## src/rtl/lfsr_param_gen.sv

```systemverilog
// lfsr_param_gen: parametrised N-bit LFSR pattern generator.
// Galois (internal XOR) or Fibonacci (external XOR) structure, selected by MODE.
// Provides step enable, runtime seed load, zero-seed lockup protection and
// period measurement against a reference state (the last seed loaded).
// WIDTH must be at least 3. TAPS and SEED must be nonzero.
module lfsr_param_gen #(
    parameter int              WIDTH = 16,
    parameter logic [WIDTH-1:0] TAPS = 16'hB400,
    parameter logic [WIDTH-1:0] SEED = 16'h0001,
    parameter int              MODE  = 0          // 0 = Galois, 1 = Fibonacci
) (
    input  logic             clk,
    input  logic             rst_n,
    input  logic             en,
    input  logic             load,
    input  logic [WIDTH-1:0] seed_in,
    output logic [WIDTH-1:0] state,
    output logic             bit_out,
    output logic             lockup,
    output logic             wrap,
    output logic [WIDTH-1:0] period_len
);

    logic [WIDTH-1:0] r_state;
    logic [WIDTH-1:0] r_ref;         // state that counts as "one full period"
    logic [WIDTH-1:0] r_step_cnt;    // steps taken since r_ref was set or last wrap
    logic [WIDTH-1:0] r_period_len;
    logic             r_lockup;
    logic             r_wrap;

    logic [WIDTH-1:0] w_next;
    logic [WIDTH-1:0] w_cnt_inc;
    logic             w_fb;
    logic             w_seed_zero;

    // Next LFSR state for the selected structure; both shift toward bit 0.
    always_comb begin
        // NOTE: combinational outputs get a default first so no path leaves them unassigned (no latch).
        w_next = '0;
        w_fb   = ^(r_state & TAPS);
        if (MODE == 0) begin
            w_next = (r_state >> 1) ^ (r_state[0] ? TAPS : '0);
        end else begin
            w_next = {w_fb, r_state[WIDTH-1:1]};
        end
    end

    assign w_cnt_inc   = r_step_cnt + 1'b1;
    assign w_seed_zero = (seed_in == '0);

    // Register update: load beats en; a zero seed is replaced by SEED, so the
    // register can never reach the all-zero lockup state.
    always_ff @(posedge clk or negedge rst_n) begin
        if (!rst_n) begin
            // NOTE: sequential state uses non-blocking assignments so every register sees pre-edge values.
            r_state      <= SEED;
            r_ref        <= SEED;
            r_step_cnt   <= '0;
            r_period_len <= '0;
            r_lockup     <= 1'b0;
            r_wrap       <= 1'b0;
        end else if (load) begin
            r_state    <= w_seed_zero ? SEED : seed_in;
            r_ref      <= w_seed_zero ? SEED : seed_in;
            r_step_cnt <= '0;
            r_lockup   <= w_seed_zero;
            r_wrap     <= 1'b0;
        end else if (en) begin
            r_state  <= w_next;
            r_lockup <= 1'b0;
            if (w_next == r_ref) begin
                r_wrap       <= 1'b1;
                r_period_len <= w_cnt_inc;
                r_step_cnt   <= '0;
            end else begin
                r_wrap     <= 1'b0;
                r_step_cnt <= w_cnt_inc;
            end
        end else begin
            r_lockup <= 1'b0;
            r_wrap   <= 1'b0;
        end
    end

    assign state      = r_state;
    assign bit_out    = r_state[0];
    assign lockup     = r_lockup;
    assign wrap       = r_wrap;
    assign period_len = r_period_len;

endmodule

```

## config.mk

```make
export PLATFORM = sky130hd
export DESIGN_NAME = lfsr_param_gen
export DESIGN_NICKNAME = d
export VERILOG_FILES = /design/src/rtl/lfsr_param_gen.sv
export SDC_FILE = /design/constraint.sdc
export NUM_CORES = 1
export LEC_CHECK = 0
export CAP_MARGIN = 20
export CELL_PAD_IN_SITES_DETAIL_PLACEMENT = 1
export CELL_PAD_IN_SITES_GLOBAL_PLACEMENT = 2
export CORE_AREA = 3 3 101 103
export CTS_BUF_LIST = sky130_fd_sc_hd__clkbuf_16
export DETAILED_ROUTE_END_ITERATION = 10
export DIE_AREA = 0 0 104 106
export PLACE_DENSITY = 0.87
export SYNTH_ARGS = -nofsm -noshare
export SYNTH_HDL_FRONTEND = slang
export SYNTH_SLANG_ARGS = --single-unit
```

## constraint.sdc

```tcl
create_clock -name clk -period 6.5 [get_ports clk]
set_input_delay 0.975 -clock clk [delete_from_list [all_inputs] [get_ports clk]]
set_output_delay 0.975 -clock clk [all_outputs]
set_load 0.1 [all_outputs]
```

==> flow_metrics.env <==
export IMPL_status="completed"
export IMPL_port_buffers=54
export IMPL_num_nets_final=409
export IMPL_nature_of_the_critical_path_endpoint="register"
export IMPL_drtIter0Drc=84
export IMPL_route_detailed_drc=0
export IMPL_post_route_min_period_ps=3190
export IMPL_synthDistinctLibCells=35
export IMPL_drive_gt1_share_pct=10.4
export IMPL_synth_largest_type_area_fraction_pct=47.6
export IMPL_grt_start_max_net_pins=67
export IMPL_clock_insertion_delay_worst_skew_ps=330
export IMPL_clkSlewWorstSetupHoldPaths_ps=50
export IMPL_startpoint_type="primary input"
export IMPL_grt_setup_unrepaired="false"
export IMPL_antenna_diode_count=0
export IMPL_post_synth_cell_area_avg_sq_um=10.1
export IMPL_dr_pass1_iters=4
export IMPL_post_cts_buffers=0
export IMPL_cp_top_family="buffers and inverters"
export IMPL_ys_ff_latch=66
export IMPL_initial_core_util_pct=36.3
export IMPL_maxSlewHeadroom_pct=27.7
export IMPL_yosys_most_used_dff="sky130_fd_sc_hd__dfrtp_1"
export IMPL_post_cts_resized_instances=0
export IMPL_grt_first_pass_wirelength_um=14200
export IMPL_total_track_usage_pct=15.9
export IMPL_max_slew_worst_pin_slew_ps=1080
export IMPL_dp_hpwl_um=5820
export IMPL_cts_buffer_depth=2
export IMPL_hold_slack_ps=500
export IMPL_syn_instance_count=335
export IMPL_final_setup_tns_ps=0
export IMPL_die_area_sq_um=11000
export IMPL_most_repeated_cell_in_the_gate_level_netlist_after_synthesis="sky130_fd_sc_hd__dfrtp_1"
export IMPL_cts_sinks=66
export IMPL_number_of_global_route_vias_before_repair=2864
export IMPL_number_of_buffers_added_by_the_clock_tree_synthesis_step=9
export IMPL_syn2layout_area_growth_pct=28.4
export IMPL_synth_edf_count=0
export IMPL_synth_top_cell_by_area="sky130_fd_sc_hd__dfrtp_1"
export IMPL_irDropWorstVdd_mv=0.125
export IMPL_post_syn_area_sq_um=3370
export IMPL_worst_path_max_delay_cell="sky130_fd_sc_hd__nor3_4"
export IMPL_worst_ep_arrival_time_ps=3400
export IMPL_critical_path_max_fanout=26
export IMPL_route_detailed_wl_per_inst_um=15.9
export IMPL_dieWidth_um=104
export IMPL_detailroute_via_count=2637
export IMPL_antenna_found_initial=0
export IMPL_synth_area_leaders="sky130_fd_sc_hd__dfrtp_1 (48%), sky130_fd_sc_hd__o21ai_0 (5.5%), sky130_fd_sc_hd__nand2_1 (5.0%)"
export IMPL_power_leakage_uw=0.00189
export IMPL_num_io_pins=55
export IMPL_setup_viol=0
export IMPL_worstPathBufferInverterCount=4
export IMPL_synth_seq_area_share_pct=49.1
export IMPL_report_final_slew_viol_count=0
export IMPL_cts_tree="done"
export IMPL_gp_routability_congestion=0.823
export IMPL_synth_fp_nets=356
export IMPL_final_core_utilization_pct=46.6
export IMPL_design_core_area_sq_um=9280
export IMPL_clk_root_buffer_cell="sky130_fd_sc_hd__clkbuf_16"
export IMPL_cts_hold_buf=0
export IMPL_wirelength_um=8290
export IMPL_hold_violations=0
export IMPL_max_clock_freq_ghz=0.313
export IMPL_instances_no_fill=522
export IMPL_reg2reg_from="state[0]"
export IMPL_yosys_top_cells_count="sky130_fd_sc_hd__dfrtp_1 (64), sky130_fd_sc_hd__nand2_1 (45), sky130_fd_sc_hd__o21ai_0 (37)"
export IMPL_worst_path_largest_cell_delay_ps=780
export IMPL_timing_setup_critical_path_class="in -> reg"
export IMPL_worst_min_path_class="reg -> reg"
export IMPL_dpl_cell_count=506
export IMPL_dieHeight_um=106
export IMPL_worstPathCellList="clkdlybuf4s50_1, buf_4, nor2b_1, buf_4, inv_1, nor3_4, mux2_2"
export IMPL_timing_max_cap_violations=0
export IMPL_route_antenna_remaining_nets=0
export IMPL_hp_start="period_len[6]"
export IMPL_std_cell_rows=35
export IMPL_pwr_density_cell_nw_per_um2=271
export IMPL_viasPerCell=5.05
export IMPL_gr_total_overflow=0
export IMPL_ys_warn_count=0
export IMPL_fin_worst_skew_ps=9.13
export IMPL_clock_tree_htree_level_count=3
export IMPL_final_min_period_over_clock_period_pct=49.1
export IMPL_async_reset_ff_share_pct=100
export IMPL_critical_path_startpoint="en"
export IMPL_cpMostUsedCell="sky130_fd_sc_hd__buf_4"
export IMPL_cp_required_ps=6710
[per-stage QoR]
step	instance area (sq um)	setup slack [ps]	power [uW]
after floorplan	3370	3770	605
after global placement	4020	2940	670
after detailed placement	4020	2920	673
after CTS	4320	3260	1190
after global routing	4320	3110	1220
final	4320	3310	1170
[per-layer routing]
metal / routed length, um / part of all wire [%] / track usage, % / vias to the layer above
met2: 4100 / 49 / 27.6 / 48
li1: - / - / - / 1263
met4: 71 / 0.86 / 4.08 / 0
met1: 3890 / 47 / 20.3 / 1317
met5: 0 / 0 / 0 / -
met3: 233 / 2.8 / 3.22 / 9
[path summary, 6_finish.rpt]
kind | cells past startpoint | slack, ps | to
setup / recovery | 7 | 3310 | period_len[2]
hold / removal | 1 | 500 | period_len[6]
setup reg to reg | 5 | 3410 | period_len[2]
hold reg to reg | 1 | 500 | period_len[6]
max in group asynchronous | 2 | 5090 | r_step_cnt[3]
min in group asynchronous | 2 | 840 | period_len[15]
[state kept, by name (all words and copies together) (netlist names)]
signal / flops
r_step_cnt: 16
wrap: 1
state: 16
period_len: 16
r_ref: 16
lockup: 1
[area by class of cell]
type | count | area [sq um]
Sequential cell | 66 | 1650
Timing Repair Buffer | 58 | 566
Clock buffer | 9 | 225
Tap cell | 129 | 161
Multi-Input combinational cell | 231 | 1550
Fill cell | 1048 | 4960
Clock inverter | 7 | 83.8
Inverter | 22 | 82.6
[worst reg2reg max path, cell delays in order, from the launching register on]
cell                      delay, ps
sky130_fd_sc_hd__dfstp_2        680
sky130_fd_sc_hd__xnor2_1        200
sky130_fd_sc_hd__xnor2_1        150
sky130_fd_sc_hd__nand3_1        560
sky130_fd_sc_hd__nor3_4         970
sky130_fd_sc_hd__mux2_2         420
[power breakdown]
part / switching (uW) / internal, uW
Sequential: 24.7 / 433
Combinational: 147 / 59.7
Clock: 176 / 331
Total: 348 / 824
[layout by cell type, fill, tap and decap left out, types with 2 or more instances in the layout]
| cell | count |
|---|---|
| sky130_fd_sc_hd__dfrtp_1 | 64 |
| sky130_fd_sc_hd__clkdlybuf4s50_1 | 53 |
| sky130_fd_sc_hd__nand2_1 | 45 |
| sky130_fd_sc_hd__o21ai_0 | 37 |
| sky130_fd_sc_hd__inv_1 | 22 |
| sky130_fd_sc_hd__o211ai_1 | 21 |
| sky130_fd_sc_hd__xor2_1 | 15 |
| sky130_fd_sc_hd__mux2i_1 | 15 |
| sky130_fd_sc_hd__xnor2_1 | 11 |
| sky130_fd_sc_hd__nor2_1 | 11 |
| sky130_fd_sc_hd__nand2b_1 | 11 |
| sky130_fd_sc_hd__nand3_1 | 9 |
| sky130_fd_sc_hd__mux2_2 | 9 |
| sky130_fd_sc_hd__clkbuf_16 | 9 |
| sky130_fd_sc_hd__and3_1 | 6 |
| sky130_fd_sc_hd__mux2_4 | 6 |
| sky130_fd_sc_hd__nor4_1 | 4 |
| sky130_fd_sc_hd__and2_1 | 4 |
| sky130_fd_sc_hd__o2111ai_1 | 4 |
| sky130_fd_sc_hd__buf_4 | 4 |
| sky130_fd_sc_hd__nand4_1 | 3 |
| sky130_fd_sc_hd__or4_1 | 3 |
| sky130_fd_sc_hd__or2_2 | 3 |
| sky130_fd_sc_hd__a21oi_1 | 3 |
| sky130_fd_sc_hd__clkinv_1 | 3 |
| sky130_fd_sc_hd__nor2b_1 | 2 |
| sky130_fd_sc_hd__nor3_1 | 2 |
| sky130_fd_sc_hd__bufinv_16 | 2 |
| sky130_fd_sc_hd__dfstp_2 | 2 |
[logic make-up (layout without fill, tap and decap cells)]
kind of cell    Yosys count  in the layout  share of synthesized area (%)
buf+inv                  38             96                           4.79
flops                    66             66                           49.1
mux                      30             30                           10.1
simple gates            107            107                           16.2
compound gates           67             67                           12.6
xor+xnor                 26             26                           6.76
fa+ha+maj                 1              1                          0.372
Power figures use the tool's default switching activity.
